## config.mk

```make
export PLATFORM = sky130hd
export DESIGN_NAME = shift_sipo_frame
export DESIGN_NICKNAME = d
export VERILOG_FILES = /design/src/rtl/shift_pkg.sv /design/src/rtl/shift_sipo_frame.sv
export SDC_FILE = /design/constraint.sdc
export NUM_CORES = 1
export LEC_CHECK = 0
export CORE_MARGIN = 4
export CORE_UTILIZATION = 44
export DETAILED_ROUTE_END_ITERATION = 7
export PLACE_DENSITY_LB_ADDON = 0.1
export SYNTH_ARGS = -nofsm -noshare
export SYNTH_HDL_FRONTEND = slang
export SYNTH_SLANG_ARGS = --single-unit
```

## constraint.sdc

```tcl
create_clock -name clk -period 1.5 [get_ports clk]
set_input_delay 0.225 -clock clk [delete_from_list [all_inputs] [get_ports clk]]
set_output_delay 0.225 -clock clk [all_outputs]
set_load 0.1 [all_outputs]
```

## src/rtl/shift_pkg.sv

```systemverilog
// Shared types and helpers for the shift_sipo_frame deserialiser.
// Holds the framing FSM encoding and the bit counter width helper.
package shift_pkg;

    typedef enum logic {
        ST_COLLECT = 1'b0,
        ST_PARITY  = 1'b1
    } state_t;

    // Counter width: ceil(log2(width)), never below one bit.
    function automatic int calc_cw(input int width);
        int r;
        r = 0;
        for (int i = 0; i < 32; i++) begin
            if ((1 << r) < width) r = r + 1;
        end
        return (r < 1) ? 1 : r;
    endfunction

endpackage

```

## src/rtl/shift_sipo_frame.sv

```systemverilog
// Parametrised serial-in/parallel-out deserialiser with word strobe and framing clear.
// Optional parity bit after each word is enabled by defining SHIFT_SIPO_PARITY_EN.
module shift_sipo_frame
    import shift_pkg::*;
#(
    parameter int WIDTH      = 8,
    parameter int MSB_FIRST  = 1,
    parameter int PARITY_ODD = 0,
    localparam int CW        = calc_cw(WIDTH)
) (
    input  logic             clk,
    input  logic             rst,
    input  logic             clr,
    input  logic             s_en,
    input  logic             s_in,
    output logic [WIDTH-1:0] q_live,
    output logic [WIDTH-1:0] q_out,
    output logic             word_valid,
    output logic [CW-1:0]    bit_cnt,
    output logic             parity_err
);

`ifdef SHIFT_SIPO_PARITY_EN
    localparam bit PAR_EN = 1'b1;
`else
    localparam bit PAR_EN = 1'b0;
`endif

    // Serial handshake: a bit is taken on every rising edge where s_en is high;
    // there is no backpressure, the source must hold s_in valid with s_en.

    state_t           state;
    state_t           state_nxt;
    logic [WIDTH-1:0] shifted;
    logic             last_bit;

    always_comb begin
        if (MSB_FIRST != 0) shifted = {q_live[WIDTH-2:0], s_in};
        else                shifted = {s_in, q_live[WIDTH-1:1]};
    end

    assign last_bit = (bit_cnt == CW'(WIDTH - 1));

    always_ff @(posedge clk or posedge rst) begin
        if (rst) state <= ST_COLLECT;
        else     state <= state_nxt;
    end

    always_comb begin
        state_nxt = state;
        if (clr) begin
            state_nxt = ST_COLLECT;
        end else if (s_en) begin
            case (state)
                ST_COLLECT: if (PAR_EN && last_bit) state_nxt = ST_PARITY;
                ST_PARITY:  state_nxt = ST_COLLECT;
                default:    state_nxt = ST_COLLECT;
            endcase
        end
    end

    always_ff @(posedge clk or posedge rst) begin
        if (rst) begin
            q_live     <= '0;
            q_out      <= '0;
            word_valid <= 1'b0;
            bit_cnt    <= '0;
            parity_err <= 1'b0;
        end else if (clr) begin
            // Realign framing; the last completed word stays visible.
            q_live     <= '0;
            bit_cnt    <= '0;
            word_valid <= 1'b0;
        end else begin
            word_valid <= 1'b0;
            if (s_en) begin
                if (state == ST_COLLECT) begin
                    q_live <= shifted;
                    if (last_bit) begin
                        bit_cnt <= '0;
                        if (!PAR_EN) begin
                            q_out      <= shifted;
                            word_valid <= 1'b1;
                        end
                    end else begin
                        bit_cnt <= bit_cnt + CW'(1);
                    end
                end else begin
                    // Parity bit: q_live already holds the full data word.
                    q_out      <= q_live;
                    word_valid <= 1'b1;
                    parity_err <= (^q_live) ^ s_in ^ PARITY_ODD[0];
                end
            end
        end
    end

endmodule

```

# Yosys cells after proc, flatten, opt, wreduce, memory -nomap -nowiden
# Index checks and enable logic that the tools add are counted.
[totals]
ff_bits = 22
output_inout_bits = 21
[classes]
n_addsub = 1
n_eq_ne = 2
mux = 15
bitwise_logic = 2
n_reduce_logical = 6
[ops]
columns = ["cell", "count"]
rows = [
  ["$mux W8", 5],
  ["$mux W3", 4],
  ["$reduce_xor A8 Y1", 1],
  ["$mux W1", 6],
  ["$reduce_and A3 Y1", 2],
  ["$reduce_bool A2 Y1", 2],
  ["$add A3 B1 Y3 const B", 1],
  ["$eq A3 B3 Y1 const B", 1],
  ["$ne A2 B2 Y1 const B", 1],
  ["$reduce_and A2 Y1", 1],
  ["$not A1 Y1", 1],
  ["$xor A1 B1 Y1", 1],
]

# Logic depth before layout (Yosys ltp)
# Gate-level depths: netlist of run 1.
[depth]
word_depth = 5
ltp_mapped = 4

# Worst setup path after synthesis of run 1
# No wires, ideal clock.
[synth_timing]
kind = "register to register"
startpoint = "register bit_cnt[0]"
endpoint = "register q_out[1]"
setup_ns = 0.126
t_arrival_ns = 1.887
required_time_ns = 1.374
path_slack_ns = -0.513
path_stages_with_launch = 5
cell_sequence = "dfrtp_1 -> ha_1 -> ha_1 -> nand3b_4 -> mux2_4"
[synth_via]
elab_chain_cells = 3
[synth_rtl]
columns = ["element", "line_no", "rtl"]
rows = [
  ["start: declaration", "shift_sipo_frame.sv:19", "output logic [CW-1:0] bit_cnt,"],
  ["start signal: assignment", "shift_sipo_frame.sv:86", "bit_cnt <= bit_cnt + CW'(1);"],
  ["$eq A3 B3 Y1", "shift_sipo_frame.sv:42", "assign last_bit = (bit_cnt == CW'(WIDTH - 1));"],
  ["$reduce_bool A2 Y1 (no source line)", "-", ""],
  ["$reduce_and A3 Y1 (no source line)", "-", ""],
  ["end signal: assignment", "shift_sipo_frame.sv:82", "q_out <= shifted;"],
  ["end signal: assignment", "shift_sipo_frame.sv:90", "q_out <= q_live;"],
  ["end: declaration", "shift_sipo_frame.sv:17", "output logic [WIDTH-1:0] q_out,"],
]
# No other way between the ends.
# A chain may end at the register's enable or synchronous reset.

# Final worst setup path of run 1
[layout_timing]
startpoint = "register bit_cnt[0]"
endpoint = "register q_out[6]"
# Same word-level chain as after synthesis.

==> results of run 1 <==
[layout by cell type, fill, tap and decap left out, drive strengths merged]
| cell | n |
|---|---|
| a21oi | 1 |
| buf | 25 |
| bufinv | 1 |
| clkbuf | 3 |
| clkdlybuf4s50 | 4 |
| conb | 1 |
| dfrtp | 20 |
| ha | 2 |
| inv | 2 |
| mux2 | 8 |
| mux2i | 10 |
| nand2b | 1 |
| nand3b | 1 |
| nor2 | 10 |
| or3b | 1 |
[power by group]
part	switching, mW	internal, mW	leakage, nW
clock network	0.166	0.270	0.0279
registers	0.0123	0.549	0.272
logic	0.107	0.0681	0.422
[how the worst max path moves through the flow]
stage                     startpoint         end  slack [ns]
after global routing      bit_cnt[0]    q_out[7]      -0.003
after detailed placement        s_en  bit_cnt[0]        0.03
after floorplan           bit_cnt[1]    q_out[1]       -0.06
after global placement          s_en  bit_cnt[0]        0.04
final                     bit_cnt[0]    q_out[6]        0.04
after CTS                 bit_cnt[1]    q_out[7]        0.03
[registers in the layout, summed over array words and instances (netlist names)]
signal	flops
bit_cnt	3
q_live	8
word_valid	1
q_out	8
[critical path, delay by kind of cell, from the launching register on]
kind	cells	cell delay (ns)
flops	1	0.53
simple gates	1	0.18
mux	1	0.32
fa+ha+maj	2	0.34
[logic make-up (layout without fill, tap and decap cells)]
group	count (synthesis)	after routing	synth area share
flops	20	20	0.587
other cells	1	1	0.00439
compound gates	1	1	0.00586
fa+ha+maj	2	2	0.0293
buf+inv	5	35	0.0308
mux	18	18	0.258
simple gates	13	13	0.0851
[metal layers]
metal  vias to the layer above  part of all wire  GRT usage  routed length (um)
met5                         -                 0          0                   0
met4                         0             0.023     0.0786                  40
met3                         5             0.058     0.0315                  98
met2                        17              0.48      0.234                 820
met1                       278              0.44      0.198                 746
li1                        257                 -          -                   -
[cell type report]
cell class,instances,area [um^2],area share
inverters,2,7.51,0.00520
well taps,25,31.3,0.0217
repair buffers,29,490,0.340
clock inverters,1,30.0,0.0208
multi-input cells,35,352,0.244
clock buffers,3,22.5,0.0156
flip-flops and latches,20,509,0.353
[what timing repair did]
item	4_1_cts	5_1_grt
resized for setup	0	0
endpoints found under the hold margin	0	0
buffers inserted	0	1
setup endpoints to repair	0	3
==> impl_metrics.ini, run 1 <==
[power_and_ir_drop]
power.total_mw = 1.17
leakagePower_nw = 0.722
max-vdd-ir-drop_mv = 0.728
power_density_nw_per_um2 = 813

[cells_and_area]
final_net_count = 98
nFillCells = 103
syn_to_final_growth_pct = 69.1
post-route-cell-area_um2 = 1440
stdcell_count = 115
final_core_util = 0.809
antenna_cells = 0
drive_gt1_frac = 0.478

[synth]
synth_seq_cells = 20
synth_area_leader_cell = dfrtp_1
ys_seq_area_frac = 0.587
synth_area_um2 = 853
yosysUniqueCellTypes = 13
synthArstFlopShare = 1.00
syn_inst = 60
yosysMostFrequentCell = dfrtp_1
netlist.area_leader.share = 0.587
synthTopCellsByCount = 20 x dfrtp_1, 10 x mux2i_1, 10 x nor2_1
synth-warning-count = 0
synth_nets = 67
synth_edf_count = 0
ys.flop_type = dfrtp_1
syn_area_per_cell_um2 = 14.2
synthTopCellsByArea = dfrtp_1 59%, mux2_4 14%, mux2i_1 12%, nor2_1 4.4%, ha_1 2.9%

[critical_path]
crit_path_end_kind = register
reg2reg_depth = 4
cp_cell_sequence = ha_4 > ha_4 > nand3b_4 > mux2_4
critPathMaxFanout = 9
crit_required_ns = 1.69
cp.arrival_ns = 1.65
reg2reg_slack_ns = 0.04
worstSetupPathType = register to register
slowest_stage = dfrtp_4
critical_path.most_common_cell = ha_4
r2r-start = bit_cnt[0]
critPathLaunchType = register
regToRegEndpoint = q_out[6]
slowest_delay_ns = 0.53

[placed_design]
gp_congestion = 0.700
dpl_cell_area_um2 = 1380
place_hpwl_um = 1190
dp_cells = 110
place_ws_ns = 0.0283
port_buffers = 24

[clock_tree]
clk_pin_slew_ns = 0.10
cts_tree = done
clock_sinks = 20
ctsHoldBuffers = 0
ctsRootBufferMaster = clkbuf_4
htreeDepth = 1
clock_latency_ns = 0.31
cts_made_buffers = 3
cts_buffer_depth = 2

[route]
route.vias.total = 557
wire_per_inst_um = 14.8
vias_per_cell = 4.84
drtIter0Drc = 2
drcViolationCount = 0
routed_wl_um = 1700
drtPass1Iterations = 3
ant_nets = 0

[grt]
gr-total-overflow = 0
grtUsageTotal = 0.151
antenna_found_initial = 0
grt_first_pass_wirelength_um = 2990
grt_max_degree = 14
first_global_vias = 623

[floorplanning]
core_area_um2 = 1780
dieArea_um2 = 2710
rows = 15
start_util = 0.479
die-height_um = 52.0
fp.dieW_um = 52.0
num_io_pins = 26

[job]
cap_violations = 0

[outcome]
status = finished clean

[sta]
hold_viol = 0
period_needed_ns = 1.46
finClkSkew_ns = 0.0133
finalWorstSetupSlack_ns = 0.0366
finalSetupViolations = 0
timing.hold.ws_ns = 0.154
clock.fmax_mhz = 683
rsz0062_at_grt = yes
drv_slew = 0
period_share = 0.976
fin_tns_setup_ns = 0

[min_path]
hold_class = primary input to async pin
Note: power is estimated with default switching activity, not from simulation.
==> run 2: changes to the inputs <==
PLACE_DENSITY = 0.76   (was unset)
PLACE_DENSITY_LB_ADDON = unset   (was 0.1)
==> impl_metrics.ini, run 2 (synthesis gave the netlist of run 1 again) <==
[cells_and_area]
seqCellArea_um2 = 509
final_net_count = 100
drive_gt1_frac = 0.489
stdcell_count = 117
syn_to_final_growth_pct = 67.9
largest_registers = q_live: 8 flops, q_out: 8 flops, bit_cnt: 3 flops
multi_input_area_um2 = 363
antenna_cells = 0
nFillCells = 105
final_cell_mix = 20 x buf_12, 17 x dfrtp_1, 10 x mux2i_1, 10 x nor2_1, 8 x mux2_4
final_common_cell = buf_12

[clock_tree]
ctsRootBufferMaster = clkbuf_4
cts_tree = done
clock_sinks = 20
cts_buffer_depth = 2
clk_pin_slew_ns = 0.11
htreeDepth = 1
cts_made_buffers = 3
clock_latency_ns = 0.29

[sta]
period_needed_ns = 1.47
drv_slew = 0
finClkSkew_ns = 0.00530
clock.fmax_mhz = 681
hold_viol = 0
period_share = 0.979
rsz0062_at_grt = no
finalSetupViolations = 0

[route]
route.vias.total = 586
drtPass1Iterations = 4
ant_nets = 0
vias_per_cell = 5.01
routed_wl_um = 1930
drtIter0Drc = 6
drcViolationCount = 0
wire_per_inst_um = 16.5

[critical_path]
worstSetupPathType = register to register
crit_path_end_kind = register
critPathLaunchType = register
cp.arrival_ns = 1.69
critPathMaxFanout = 4
crit_required_ns = 1.72

[grt]
first_global_vias = 635
grt_first_pass_wirelength_um = 3190
grt_use_met2 = 0.255
grtUsageTotal = 0.166
grt_util_met1 = 0.216
antenna_found_initial = 0
top_usage_layer = met2
grt_use_met3 = 0.0372
gr-total-overflow = 0
grt_max_degree = 14

[floorplanning]
rows = 15
dieArea_um2 = 2710
core_area_um2 = 1780
fp.dieW_um = 52.0
die-height_um = 52.0
start_util = 0.479
num_io_pins = 26

[power_and_ir_drop]
max-vdd-ir-drop_mv = 0.542
power.total_mw = 1.03
power_density_nw_per_um2 = 721
leakagePower_nw = 0.722

[job]
cap_violations = 0

[outcome]
status = finished clean

[min_path]
hold_class = primary input to async pin

[placed_design]
gp_congestion = 0.719
port_buffers = 24
dp_cells = 111
place_hpwl_um = 1450
## run 2: changes by cell type in the layout (fill, tap and decap cells not counted)
cell | previous run | this run
buf_12 | 21 | 20
buf_4 | 4 | 6
bufinv_16 | 1 | 0
clkbuf_8 | 0 | 1
nand3b_2 | 0 | 1
## run 2: layout make-up
type | count | share of cell area
sequential | 20 | 0.355
tap | 25 | 0.0218
inverter | 2 | 0.00524
timing repair buffer | 30 | 0.339
clock buffer | 4 | 0.0253
multi-input combinational | 36 | 0.253
## run 2: critical path, stage by stage (launching register included)
cell and delay (ns):
dfrtp_4 0.53, ha_4 0.18, ha_4 0.17, or3b_1 0.37, a21oi_1 0.14
## run 2: metal layers
| layer | vias to the layer above | part of all wire |
|---|---|---|
| met2 | 28 | 0.48 |
| met1 | 290 | 0.42 |
| met3 | 6 | 0.065 |
| li1 | 262 | - |
| met4 | 0 | 0.033 |
| met5 | - | 0 |
## run 2: path summary, 6_finish.rpt
kind / start / to / slack, ns / depth (start not counted)
max: bit_cnt[0] / bit_cnt[0] / 0.03 / 4
min: rst / q_live[6] / 0.16 / 2
max reg2reg: bit_cnt[0] / bit_cnt[0] / 0.03 / 4
min reg2reg: q_out[1] / q_out[1] / 0.59 / 1
max in group asynchronous: rst / q_out[0] / 0.85 / 3
min in group clk: q_out[1] / q_out[1] / 0.59 / 1
## run 2: per-stage QoR
stage	worst slack [ns]	instance area (um^2)	utilization	setup TNS (ns)	hold slack [ns]
floorplan	-0.0650	887	-	-0.552	0.189
global placement	0.0596	1380	0.773	0	0.489
detailed placement	0.0197	1380	0.773	0	0.492
CTS	0.0202	1410	0.793	0	0.168
global route	0.0173	1430	0.804	0	0.174
finish	0.0309	1430	0.804	0	0.160
## run 2: where the power goes
| group | internal (mW) | total, mW | switching (mW) |
|---|---|---|---|
| clock | 0.148 | 0.300 | 0.152 |
| sequential | 0.549 | 0.563 | 0.0141 |
| combinational | 0.0632 | 0.171 | 0.107 |
## run 2: repair_timing
| item | in CTS | in global routing |
|---|---|---|
| resized for setup | 0 | 0 |
| setup endpoints to repair | 0 | 5 |
| hold buffers | 0 | 0 |
| hold endpoints to repair | 0 | 0 |
| buffers inserted | 0 | 1 |
==> run 3: changes to the inputs <==
CAP_MARGIN = 30   (was unset)
MAX_ROUTING_LAYER = met4   (was unset)
==> impl_metrics.ini, run 3 (synthesis gave the netlist of run 1 again) <==
[outcome]
status = finished clean

[placed_design]
place_ws_ns = 0.0197
gp_congestion = 0.728
place_hpwl_um = 1450
port_buffers = 24

[route]
wire_per_inst_um = 16.4
vias_per_cell = 4.97
ant_nets = 0
drcViolationCount = 0
drtPass1Iterations = 3
route.vias.total = 581
routed_wl_um = 1920
drtIter0Drc = 6

[sta]
finalWorstSetupSlack_ns = 0.0359
finalSetupViolations = 0
rsz0062_at_grt = no
period_needed_ns = 1.46
period_share = 0.976
timing.hold.ws_ns = 0.166
drv_slew = 0
clock.fmax_mhz = 683
hold_viol = 0
fin_tns_setup_ns = 0
finClkSkew_ns = 0.00499

[critical_path]
cp.arrival_ns = 1.68
worstSetupPathType = register to register
regToRegEndpoint = bit_cnt[0]
crit_required_ns = 1.72
critPathCapture = bit_cnt[0]
critPathMaxFanout = 4
critPathLaunchType = register
reg2reg_slack_ns = 0.04
slowest_stage = dfrtp_4
crit_path_end_kind = register
r2r-start = bit_cnt[0]
cp_cell_sequence = ha_4 > ha_4 > or3b_1 > a21oi_1
slowest_delay_ns = 0.53
critical_path.most_common_cell = ha_4
startpoint = bit_cnt[0]
reg2reg_depth = 4

[clock_tree]
clock_latency_ns = 0.29
ctsHoldBuffers = 0
htreeDepth = 1
cts_made_buffers = 3
clock_sinks = 20
cts_tree = done
ctsRootBufferMaster = clkbuf_4
cts_buffer_depth = 2
clk_pin_slew_ns = 0.11

[cells_and_area]
antenna_cells = 0
largest_registers = q_live: 8 flops, q_out: 8 flops, bit_cnt: 3 flops
nFillCells = 105
drive_gt1_frac = 0.489
syn_to_final_growth_pct = 67.9
final_net_count = 100
final_core_util = 0.804
final_cell_mix = 20 x buf_12, 17 x dfrtp_1, 10 x mux2i_1, 10 x nor2_1, 8 x mux2_4
final_common_cell = buf_12

[power_and_ir_drop]
leakagePower_nw = 0.722
max-vdd-ir-drop_mv = 0.541
power_density_nw_per_um2 = 720

[floorplanning]
start_util = 0.479
core_area_um2 = 1780
rows = 15
num_io_pins = 26
die-height_um = 52.0
dieArea_um2 = 2710
fp.dieW_um = 52.0

[grt]
first_global_vias = 642
antenna_found_initial = 0
gr-total-overflow = 0
grt_first_pass_wirelength_um = 3190
grtUsageTotal = 0.169
grt_max_degree = 14

[job]
cap_violations = 0

[min_path]
hold_class = primary input to async pin
run 3: cell counts in the layout (fill, tap and decap cells not counted):
No cell type changed its count.
run 3: final cells by class:
cell class / instances / area [um^2] / area share
tap: 25 / 31.3 / 0.0218
sequential: 20 / 509 / 0.355
inverter: 2 / 7.51 / 0.00524
timing repair buffer: 30 / 485 / 0.339
clock buffer: 4 / 36.3 / 0.0253
multi-input combinational: 36 / 363 / 0.253
run 3: worst min-delay path by stage:
stage,to,from,depth (start not counted)
after global routing,q_live[6],rst,2
after global placement,q_live[7],rst,2
after floorplan,bit_cnt[0],rst,1
final,q_live[6],rst,2
after CTS,q_live[6],rst,2
after detailed placement,q_live[6],rst,2
run 3: worst max-delay path, delay by kind of cell (launching register included):
| kind | cells | cell delay [ns] |
|---|---|---|
| AO/OA/AOI/OAI | 1 | 0.14 |
| adder cells (fa/ha/maj) | 2 | 0.35 |
| flip-flops | 1 | 0.53 |
| AND/OR/NAND/NOR | 1 | 0.37 |
run 3: where the power goes:
group	internal (mW)	total (mW)	switching (mW)
Clock	0.148	0.299	0.151
Combinational	0.0631	0.170	0.107
Sequential	0.549	0.563	0.0139
run 3: through the flow:
stage / instance area (um^2) / power [mW] / cells
after floorplan: 887 / 0.675 / 60
after global placement: 1380 / 0.738 / 111
after detailed placement: 1380 / 0.743 / 111
after CTS: 1410 / 1.05 / 115
after global routing: 1430 / 1.09 / 117
final: 1430 / 1.03 / 117
run 3: timing repair:
action / 4_1_cts / 5_1_grt
setup endpoints to repair: 0 / 5
buffers inserted: 0 / 1
resized for setup: 0 / 0
run 3: metal layers:
layer,GRT usage,wire (um)
met1,0.212,829
met4,0.0873,65
met5,-,0
met2,0.255,911
met3,0.0372,110
